[src/rtl/uart_rx_if.sv]
// uart_rx_if: receive-side output bundle of the UART receiver.
//   rx_data : last correctly received byte (bits above the frame width read 0)
//   rx_rdy  : one-cycle strobe, rx_data just updated
//   rx_err  : one-cycle strobe, frame ended with a low stop bit
// master = receiver (drives), slave = consumer (observes).
interface uart_rx_if;
  logic [7:0] rx_data;
  logic       rx_rdy;
  logic       rx_err;

  modport master (output rx_data, output rx_rdy, output rx_err);
  modport slave  (input  rx_data, input  rx_rdy, input  rx_err);
endinterface

[src/rtl/uart_rx.sv]
// uart_rx: 8N1-style serial receiver (LSB first, DATA_BW data bits, 1 stop).
// Synchronises the asynchronous pin, finds the start edge, samples every
// bit at its centre and reports either a good byte or a framing error.
// Ports:
//   clk_50m  : system clock
//   rst      : asynchronous active-high reset
//   uart_rxd : serial line, idle high, asynchronous to clk_50m
//   rx_if    : master side of uart_rx_if (rx_data / rx_rdy / rx_err)
module uart_rx #(
  parameter int CLKS_PER_BIT = 434,
  parameter int DATA_BW      = 8
) (
  input  logic     clk_50m,
  input  logic     rst,
  input  logic     uart_rxd,
  uart_rx_if.master rx_if
);

  typedef enum logic [2:0] {
    S_IDLE,
    S_START,
    S_DATA,
    S_STOP,
    S_BREAK
  } state_t;

  localparam logic [15:0] HALF_CNT = 16'(CLKS_PER_BIT / 2);
  localparam logic [15:0] LAST_CNT = 16'(CLKS_PER_BIT - 1);
  localparam logic [3:0]  LAST_IDX = 4'(DATA_BW - 1);

  state_t               state_q, state_d;
  logic                 rxd_meta_q, rxd_meta_d;
  logic                 rxd_s_q, rxd_s_d;
  logic [15:0]          cnt_q, cnt_d;
  logic [3:0]           idx_q, idx_d;
  logic [DATA_BW-1:0]   shift_q, shift_d;
  logic [7:0]           rx_data_q, rx_data_d;
  logic                 rx_rdy_q, rx_rdy_d;
  logic                 rx_err_q, rx_err_d;

  logic half_hit;
  logic bit_hit;

  assign half_hit = (cnt_q == HALF_CNT);
  assign bit_hit  = (cnt_q == LAST_CNT);

  // Two-flop synchroniser; only rxd_s_q is ever used for decisions.
  always_comb begin
    rxd_meta_d = uart_rxd;
    rxd_s_d    = rxd_meta_q;
  end

  // State register (holds every flop of the block).
  always_ff @(posedge clk_50m or posedge rst) begin
    if (rst) begin
      state_q    <= S_IDLE;
      rxd_meta_q <= 1'b1;
      rxd_s_q    <= 1'b1;
      cnt_q      <= '0;
      idx_q      <= '0;
      shift_q    <= '0;
      rx_data_q  <= '0;
      rx_rdy_q   <= 1'b0;
      rx_err_q   <= 1'b0;
    end else begin
      state_q    <= state_d;
      rxd_meta_q <= rxd_meta_d;
      rxd_s_q    <= rxd_s_d;
      cnt_q      <= cnt_d;
      idx_q      <= idx_d;
      shift_q    <= shift_d;
      rx_data_q  <= rx_data_d;
      rx_rdy_q   <= rx_rdy_d;
      rx_err_q   <= rx_err_d;
    end
  end

  // Next-state logic.
  always_comb begin
    state_d = state_q;
    case (state_q)
      S_IDLE:  if (!rxd_s_q) state_d = S_START;
      // Line back high at mid start bit means it was only a glitch.
      S_START: if (half_hit) state_d = rxd_s_q ? S_IDLE : S_DATA;
      S_DATA:  if (bit_hit && (idx_q == LAST_IDX)) state_d = S_STOP;
      // Leaving at mid stop bit leaves half a bit to catch the next start.
      S_STOP:  if (bit_hit) state_d = rxd_s_q ? S_IDLE : S_BREAK;
      // A held-low line must go high before another frame may begin.
      S_BREAK: if (rxd_s_q) state_d = S_IDLE;
      default: state_d = S_IDLE;
    endcase
  end

  // Datapath and output logic.
  always_comb begin
    cnt_d     = cnt_q + 16'd1;
    idx_d     = idx_q;
    shift_d   = shift_q;
    rx_data_d = rx_data_q;
    rx_rdy_d  = 1'b0;
    rx_err_d  = 1'b0;
    case (state_q)
      S_IDLE: begin
        cnt_d = '0;
        idx_d = '0;
      end
      S_START: begin
        if (half_hit) begin
          cnt_d = '0;
          idx_d = '0;
        end
      end
      S_DATA: begin
        if (bit_hit) begin
          // Bits arrive LSB first, so shift in from the top.
          shift_d = {rxd_s_q, shift_q[DATA_BW-1:1]};
          cnt_d   = '0;
          idx_d   = idx_q + 4'd1;
        end
      end
      S_STOP: begin
        if (bit_hit) begin
          cnt_d = '0;
          if (rxd_s_q) begin
            rx_data_d = 8'(shift_q);
            rx_rdy_d  = 1'b1;
          end else begin
            rx_err_d  = 1'b1;
          end
        end
      end
      S_BREAK: begin
        cnt_d = '0;
      end
      default: begin
        cnt_d = '0;
        idx_d = '0;
      end
    endcase
  end

  assign rx_if.rx_data = rx_data_q;
  assign rx_if.rx_rdy  = rx_rdy_q;
  assign rx_if.rx_err  = rx_err_q;

endmodule

[src/flat_wrapper.sv]
// flat-port wrapper written by rule: the top's interface ports become plain ports
module uart_rx_flat 
#(
  parameter int CLKS_PER_BIT = 434,
  parameter int DATA_BW      = 8
)
  (clk_50m, rst, uart_rxd, rx_if_rx_data, rx_if_rx_rdy, rx_if_rx_err);
  uart_rx_if rx_if_i ();
  input  logic clk_50m;
  input  logic rst;
  input  logic uart_rxd;
  output wire logic [$bits(rx_if_i.rx_data)-1:0] rx_if_rx_data;
  output wire logic [$bits(rx_if_i.rx_rdy)-1:0] rx_if_rx_rdy;
  output wire logic [$bits(rx_if_i.rx_err)-1:0] rx_if_rx_err;
  assign rx_if_rx_data = rx_if_i.rx_data;
  assign rx_if_rx_rdy = rx_if_i.rx_rdy;
  assign rx_if_rx_err = rx_if_i.rx_err;
  uart_rx #(.CLKS_PER_BIT(CLKS_PER_BIT), .DATA_BW(DATA_BW)) u_core (.clk_50m(clk_50m), .rst(rst), .uart_rxd(uart_rxd), .rx_if(rx_if_i));
endmodule
[config.mk]
export PLATFORM = sky130hd
export DESIGN_NAME = uart_rx_flat
export DESIGN_NICKNAME = d
export VERILOG_FILES = /design/src/rtl/uart_rx_if.sv /design/src/rtl/uart_rx.sv /design/src/flat_wrapper.sv
export SDC_FILE = /design/constraint.sdc
export NUM_CORES = 1
export LEC_CHECK = 0
export CORE_ASPECT_RATIO = 1.75
export CORE_MARGIN = 2
export CORE_UTILIZATION = 39
export CTS_CLUSTER_SIZE = 12
export DETAILED_ROUTE_END_ITERATION = 8
export SYNTH_ARGS = -nofsm -noshare
export SYNTH_HDL_FRONTEND = slang
export SYNTH_SLANG_ARGS = --single-unit
[constraint.sdc]
create_clock -name clk_50m -period 2.5 [get_ports clk_50m]
set_input_delay 0.5 -clock clk_50m [delete_from_list [all_inputs] [get_ports clk_50m]]
set_output_delay 0.5 -clock clk_50m [all_outputs]
set_load 0.02 [all_outputs]
# --- Yosys cells after proc, flatten, opt, wreduce, memory -nomap -nowiden ---
# Index checks and enable logic that the tools add are counted.
totals:
  latch_bits: 0
  memories: 0
  ram_bits: 0
  romBits: 0
  output_inout_bits: 10
  reg_bits: 43
  in_bits: 3
classes:
  eq_ne: 13
  multipliers: 0
  n_addsub: 2
  order_cmp: 0
  n_shift: 0
  div: 0
  n_mux: 20
  bitwise_logic: 1
  n_reduce_logical: 8
ops:
  columns: ["cell", "n"]
  rows:
  - ["two-way mux 16 bit", 2]
  - ["one-hot mux 16 bit (2 select lines)", 1]
  - ["two-way mux 3 bit", 6]
  - ["adder 16 x 1 -> 16 bit (second input constant)", 1]
  - ["equality test 16 x 8 -> 1 bit (second input constant)", 1]
  - ["equality test 16 x 9 -> 1 bit (second input constant)", 1]
  - ["one-hot mux 3 bit (5 select lines)", 1]
  - ["one-hot mux 4 bit (3 select lines)", 1]
  - ["!= test 2 x 1 -> 1 bit (second input constant)", 5]
  - ["two-way mux 4 bit", 2]
  - ["equality test 3 x 2 -> 1 bit (second input constant)", 2]
  - ["two-way mux 1 bit", 6]
  - ["AND reduction 3 bit", 2]
  - ["AND reduction 5 bit", 1]
  - ["adder 4 x 1 -> 4 bit (second input constant)", 1]
  - ["equality test 4 x 3 -> 1 bit (second input constant)", 1]
  - ["OR reduction 2 bit", 2]
  - ["equality test 3 x 1 -> 1 bit (second input constant)", 1]
  - ["equality test 3 bit (second input constant)", 1]
  - ["logical NOT 3 bit", 1]
  - ["two-way mux 2 bit", 1]
  - ["!= test 2 bit (second input constant)", 1]
  - ["AND reduction 2 bit", 1]
  - ["logical AND 1 bit", 1]
  - ["inverter 1 bit", 1]

# --- Longest topological paths before layout ---
# Gate-level depths: netlist of run 1.
depth:
  word_depth: 4
  depth_mapped: 7
  depth_no_buf: 6

# --- Least setup slack after synthesis of run 1 ---
# No wires, ideal clock.
synth_path:
  path_kind: "flip-flop to flip-flop"
  startpoint: "register u_core.cnt_q[1]"
  endpoint: "register u_core.rx_data_q[0], in the netlist u_core.rx_if.rx_data[0]"
  setup_slack_ps: 646
  path_buffers: 1
  t_arrival_ps: 1729
  stages_incl_launch_ff: 8
  required_time_ps: 2375
  period_less_slack_ps: 1854
  path_cell_list: "dfrtp_1 > inv_1 > ha_1 > and4b_1 > nand4_2 > or3_1 > buf_6 > mux2_4"
synth_between:
  elab_chain_len: 2
synth_lines:
  columns: ["item", "line_no", "text"]
  rows:
  - ["start, declared", "uart_rx.sv:34", "logic [15:0] cnt_q, cnt_d;"]
  - ["start signal, assigned", "uart_rx.sv:69", "cnt_q <= cnt_d;"]
  - ["equality test 16 x 9 -> 1 bit", "uart_rx.sv:45", "assign bit_hit = (cnt_q == LAST_CNT);"]
  - ["AND reduction 3 bit (no source line)", null, null]
  - ["end signal, assigned", "uart_rx.sv:72", "rx_data_q <= rx_data_d;"]
  - ["end, declared", "uart_rx.sv:37", "logic [7:0] rx_data_q, rx_data_d;"]
# Every way passes these cells.
# A chain may end at the register's enable or synchronous reset.

# --- Final worst setup path of run 1 ---
# Ends and elaborated chain as after synthesis.

==> impl_metrics.yaml, run 1 <==
outcome:
  status: "complete, but fails checks"
  failed_checks: "design-rule violations"
clock_network:
  clock-sinks: 43
  path_clk_slew_ns: 0.08
  cts_buffers: 5
  ctsResizeCount: 0
  holdBufCountCts: 0
  post_cts_buffers: 0
  cts_max_level: 2
  clk_latency_ns: 0.29
  tritoncts: "done"
  cts-root-buf: "clkbuf_8"
  cts_buffer_depth: 2
pwr:
  leakage_nw: 1.04
  p_per_area_nw_per_um2: 490
  ir_drop_uv: 290
critical_path:
  crit_family: "simple AND/OR/NAND/NOR gates"
  slowest_stage: "or3_1"
  worst_path_largest_cell_delay_ns: 0.60
  startpoint_type: "register"
  r2r_cells: 6
  worst-path-max-fanout: 8
  path_cells: "inv_1 -> ha_1 -> and4b_1 -> nand4_2 -> or3_1 -> mux2_4"
  arrival_ns: 2.28
  r2r-end: "u_core.rx_if.rx_data[0]"
  crit_type: "register to register"
  required_ns: 2.68
  worst-path-buf-inv: 1
  critPathCaptureType: "register"
  r2r-start: "u_core.cnt_q[1]"
  r2r_slack_ns: 0.41
yosys:
  synth-main-ff-cell: "dfrtp_1"
  synthXorXnorAreaFrac_pct: 5.10
  ys_seq_area_share_pct: 52.3
  synth_top_family_by_area: "simple AND/OR/NAND/NOR gates"
  syn-num-nets: 184
  yosysWarningCount: 0
  synth_simple_gate_area_share_pct: 20.9
  synth_area_um2: 2060
  ys_types: 46
  synth_top_area_share_pct: 49.8
  synthTopCellsByArea: "dfrtp_1 (50%), mux2_4 (5.8%), mux2_2 (4.4%), xnor2_1 (4.3%), nor2_1 (3.5%)"
  async_reset_ff_share_pct: 100
  synth_edf_count: 0
  synthAdderAreaFrac_pct: 1.82
  syn_inst: 178
  yosysTopAreaCell: "dfrtp_1"
  synth.avg_cell_area_um2: 11.6
  synth_compound_area_share_pct: 6.80
  synthMuxAreaShare_pct: 10.2
  synth_seq_cells: 43
floorplan:
  core_um2: 5170
  io_pins: 13
  die_area_um2: 5900
  std_cell_rows: 35
  start_util_pct: 39.9
  fp.dieH_um: 100
  fp.dieW_um: 59.0
routing:
  first_pass_iters: 6
  ant_nets: 0
  drt_drc_violations_left: 3
  viasPerCell: 5.55
  routed_wirelength_um: 3710
  drt-initial-drc-count: 22
  post_drt_wl_per_cell_um: 14.8
  via_count: 1394
finish:
  n_antenna_cell: 0
  fill_cells: 489
  fin_nets: 201
  drive_above_1_share_pct: 18.4
  syn_to_final_growth_pct: 12.5
place:
  dpl_worst_slack_ns: 0.409
  finalWeightedCongestion: 0.861
  dp_hpwl_um: 2660
  io_buffers: 12
timing:
  maxSlewViolCount: 0
  finalSetupTns_ns: 0
  worst_pin_slew_ns: 0.588
  fin_crit_sh_pct: 83.8
  fin_crit_ns: 2.09
  finClkSkew_ns: 0.00864
  rsz0062_at_grt: "no"
  hold_viol_final: 0
  max-slew-margin-rel_pct: 60.7
  finalSetupViolations: 0
  fmax_mhz: 478
  setup_ws_ns: 0.406
worst_hold_path:
  worstHoldStart: "u_core.rxd_meta_q"
  holdPathStages: 0
  hp-class: "register to register"
  whs_endpoint: "u_core.rxd_s_q"
grt:
  grt_usage_pct: 14.2
  first_global_vias: 1385
  grt_pass1_wl_um: 6400
  grt_max_degree: 44
  grt_antenna_before_repair: 0
  grt-ovfl-total: 0
run:
  cap_viol_max_count: 0
[flip-flops by register name, summed over array words and instances (netlist names)]
register,flops
u_core.cnt_q,16
u_core.idx_q,4
u_core.rx_if.rx_data,8
u_core.rx_if.rx_err,1
u_core.rx_if.rx_rdy,1
u_core.rxd_meta_q,1
u_core.rxd_s_q,1
u_core.shift_q,8
u_core.state_q,3
[metal layers]
layer,GRT usage (%),vias up,wire (µm)
li1,-,674,-
met1,15.2,685,1510
met2,25.2,27,2020
met3,3.48,8,102
met4,6.47,0,83
met5,0,-,0
[kinds of logic (layout without fill, tap and decap cells)]
logic type                 count (synthesis)  count (layout)
adders and majority gates                  3               3
muxes                                     16              16
and+or+nand+nor                           73              73
xor gates and xnor gates                  12              12
DFF                                       43              43
buffers and inverters                     12              30
AOI/OAI and AO/OA                         19              19
[power breakdown]
part	leakage, nW	internal (mW)	total (mW)	switching (mW)
Combinational	0.420	0.00407	0.0174	0.0133
Sequential	0.579	0.698	0.700	0.00183
Clock	0.0422	0.196	0.419	0.223
[metrics by stage]
stage          power [mW]  util [%]  area [µm²]  std cells  hold WS (ns)
6_report             1.14      44.9        2320        251         0.370
5_1_grt              1.19      44.9        2320        251         0.379
4_1_cts              1.16      44.9        2320        251         0.371
3_5_place_dp        0.732      43.3        2240        243         0.350
3_3_place_gp        0.732      43.3        2240        243         0.346
2_1_floorplan       0.723         -        2060        178         0.345
[final cells by class]
cell class / instances / area, µm² / share of cell area [%]
clock buffer: 7 / 76.3 / 3.29
clock inverter: 1 / 5.00 / 0.216
inverter: 8 / 30.0 / 1.30
multi-input combinational: 123 / 925 / 39.9
sequential: 43 / 1080 / 46.5
tap: 55 / 68.8 / 2.97
timing repair buffer: 14 / 135 / 5.83
[synth_stat cells (2+ instances only)]
| master | number |
|---|---|
| nor3_1 | 8 |
| inv_1 | 8 |
| nand3_1 | 7 |
| nand4_1 | 4 |
| nor3b_1 | 3 |
| nor4_1 | 4 |
| xnor2_1 | 10 |
| nor2_1 | 19 |
| or3_1 | 3 |
| mux2_2 | 8 |
| ha_1 | 3 |
| dfrtp_1 | 41 |
| mux2_4 | 8 |
| a211o_1 | 2 |
| and4b_1 | 4 |
| dfstp_2 | 2 |
| o21ai_0 | 2 |
| xor2_1 | 2 |
| nand2_1 | 8 |
| a21oi_1 | 6 |
[worst max-delay path by stage]
stage	from	to	slack, ns	cells after the start
floorplan	u_core.cnt_q[1]	u_core.rx_if.rx_data[0]	0.65	7
global placement	u_core.cnt_q[1]	u_core.rx_if.rx_data[6]	0.44	6
detailed placement	u_core.cnt_q[1]	u_core.rx_if.rx_data[1]	0.41	6
CTS	u_core.cnt_q[1]	u_core.rx_if.rx_data[1]	0.39	6
global route	u_core.state_q[2]	u_core.shift_q[4]	0.26	4
finish	u_core.cnt_q[1]	u_core.rx_if.rx_data[0]	0.41	6
[cells in the final DEF, fill, tap and decap left out, drive strengths merged, types with 2 or more instances in the layout]
cell type and instances:
nand3 7, a21oi 6, inv 8, nor3b 3, nand2 8, nor4 5, ha 3, dfstp 2
clkbuf 7, or3 3, clkdlybuf4s50 12, and4b 4, nand4 5, a211o 2, o21ai 2, buf 2
dfrtp 41, nor2 20, xor2 2, xnor2 10, mux2 16, nor3 9
No activity file was read; power rests on OpenSTA's default activity.
==> run 2: changes to the inputs <==
==> constraint.sdc (replaced) <==
create_clock -name clk_50m -period 2 [get_ports clk_50m]
set_input_delay 0.4 -clock clk_50m [delete_from_list [all_inputs] [get_ports clk_50m]]
set_output_delay 0.4 -clock clk_50m [all_outputs]
set_load 0.02 [all_outputs]
==> run 2 against run 1 <==
The run still ends with design-rule violations left. Register-to-register slack lost 0.32 ns. Clock skew fell by 0.0035 ns. Non-clock buffer count rose by 16. Combinational power rose by 40%. Global-route usage increased by 2.1 points. Count of clock-buffer cells in the layout decreased by 2. Critical endpoint is now u_core.rx_if.rx_data[5].
==> impl_metrics.yaml, run 2 (synthesized netlist as in run 1, its figures left out) <==
outcome:
  status: "complete, but fails checks"
  failed_checks: "design-rule violations"
timing:
  finClkSkew_ns: 0.00518
  finalSetupViolations: 0
  max-slew-margin-rel_pct: 71.7
  holdWs_ns: 0.354
  fin_crit_ns: 1.91
  rsz0062_at_grt: "no"
  maxSlewViolCount: 0
  hold_viol_final: 0
  fin_crit_sh_pct: 95.5
  fmax_mhz: 524
  worst_pin_slew_ns: 0.424
floorplan:
  fp.dieW_um: 59.0
  start_util_pct: 39.9
  die_area_um2: 5900
  io_pins: 13
  core_um2: 5170
  fp.dieH_um: 100
  std_cell_rows: 35
clock_network:
  cts_buffer_depth: 2
  path_clk_slew_ns: 0.09
  cts_buffers: 5
  clk_latency_ns: 0.30
  tritoncts: "done"
  clock-sinks: 43
  post_cts_buffers: 0
  cts_max_level: 2
  cts-root-buf: "clkbuf_8"
  holdBufCountCts: 0
finish:
  largest_reg_flops: 16
  n_antenna_cell: 0
  mostFrequentLayoutCell: "dfrtp_1"
  utilization_pct: 48.1
  largest_register: "u_core.cnt_q"
  fin_nets: 217
  most-common-layout-cells: "dfrtp_1 (41), nor2_1 (19), buf_4 (16), clkdlybuf4s50_1 (12), xnor2_1 (10)"
  drive_above_1_share_pct: 26.4
  syn_to_final_growth_pct: 20.7
pwr:
  leakage_nw: 1.13
  ir_drop_uv: 327
  p_per_area_nw_per_um2: 585
critical_path:
  startpoint_type: "register"
  critPathCaptureType: "register"
  required_ns: 2.19
  crit_type: "register to register"
  worst-path-max-fanout: 8
  arrival_ns: 2.10
run:
  cap_viol_max_count: 0
routing:
  drt_drc_violations_left: 3
  viasPerCell: 5.38
  via_count: 1436
  routed_wirelength_um: 4230
  first_pass_iters: 6
  ant_nets: 0
  post_drt_wl_per_cell_um: 15.8
  drt-initial-drc-count: 34
grt:
  grt-ovfl-total: 0
  grt_pass1_wl_um: 7330
  grt_usage_pct: 16.3
  grt_max_degree: 18
  first_global_vias: 1532
  grt_antenna_before_repair: 0
place:
  finalWeightedCongestion: 0.811
  io_buffers: 12
  dp_hpwl_um: 3190
worst_hold_path:
  hp-class: "register to register"
-- run 2: per-stage QoR --
| step | instance area [µm²] | worst slack [ns] | total power [mW] | TNS [ns] | cells |
|---|---|---|---|---|---|
| finish | 2490 | 0.0908 | 1.46 | 0 | 267 |
| global route | 2490 | 0.0239 | 1.53 | 0 | 267 |
| CTS | 2480 | 0.0617 | 1.49 | 0 | 267 |
| detailed placement | 2380 | -0.0775 | 0.918 | -0.538 | 259 |
| global placement | 2380 | 0.0129 | 0.917 | 0 | 259 |
| floorplan | 2060 | 0.146 | 0.904 | 0 | 178 |
-- run 2: path summary, 6_finish.rpt --
check,startpoint,endpoint,slack [ns],depth (start not counted)
min in group asynchronous,rst,u_core.shift_q[7],0.38,2
setup reg to reg,u_core.cnt_q[1],u_core.rx_if.rx_data[5],0.09,6
max in group asynchronous,rst,u_core.idx_q[0],1.03,3
hold reg to reg,u_core.rxd_meta_q,u_core.rxd_s_q,0.35,0
hold / removal,u_core.rxd_meta_q,u_core.rxd_s_q,0.35,0
setup / recovery,u_core.cnt_q[1],u_core.rx_if.rx_data[5],0.09,6
-- run 2: power breakdown --
| group | switching [mW] | internal, mW |
|---|---|---|
| Combinational | 0.0179 | 0.00632 |
| Clock | 0.307 | 0.249 |
| Sequential | 0.00244 | 0.872 |
-- run 2: critical path, stage by stage (launching register included) --
cell	delay, ns
dfrtp_1	0.40
inv_1	0.06
ha_1	0.15
and4b_2	0.26
nand4_2	0.11
or3_4	0.49
mux2_4	0.33
-- run 2: repair_timing --
item | in CTS | in global routing
endpoints found under the setup margin | 8 | 8
gates resized for setup | 1 | 2
gates cloned | 0 | 0
pin swaps | 0 | 0
-- run 2: per-layer routing --
layer	wire, µm	GRT usage (%)	up-vias
met5	0	0	-
met2	2480	29.4	21
met3	101	3.48	8
met4	84	7.34	0
met1	1560	17.5	701
li1	-	-	706
-- run 2: area by class of cell --
class	count	area, µm²
Clock buffer	5	68.8
Clock inverter	3	25.0
Fill cell	497	2680
Inverter	8	30.0
Multi-Input combinational cell	123	936
Sequential cell	43	1080
Tap cell	55	68.8
Timing Repair Buffer	30	280
==> run 3: changes to the inputs <==
--- a/config.mk
+++ b/config.mk
@@ -5,6 +5,7 @@
 export SDC_FILE = /design/constraint.sdc
 export NUM_CORES = 1
 export LEC_CHECK = 0
+export ABC_CLOCK_PERIOD_IN_PS = 2000
 export CORE_ASPECT_RATIO = 1.75
 export CORE_MARGIN = 2
 export CORE_UTILIZATION = 39
==> results of run 3 <==
Same layout as run 2: the final DEF is identical, and so are final timing and power.
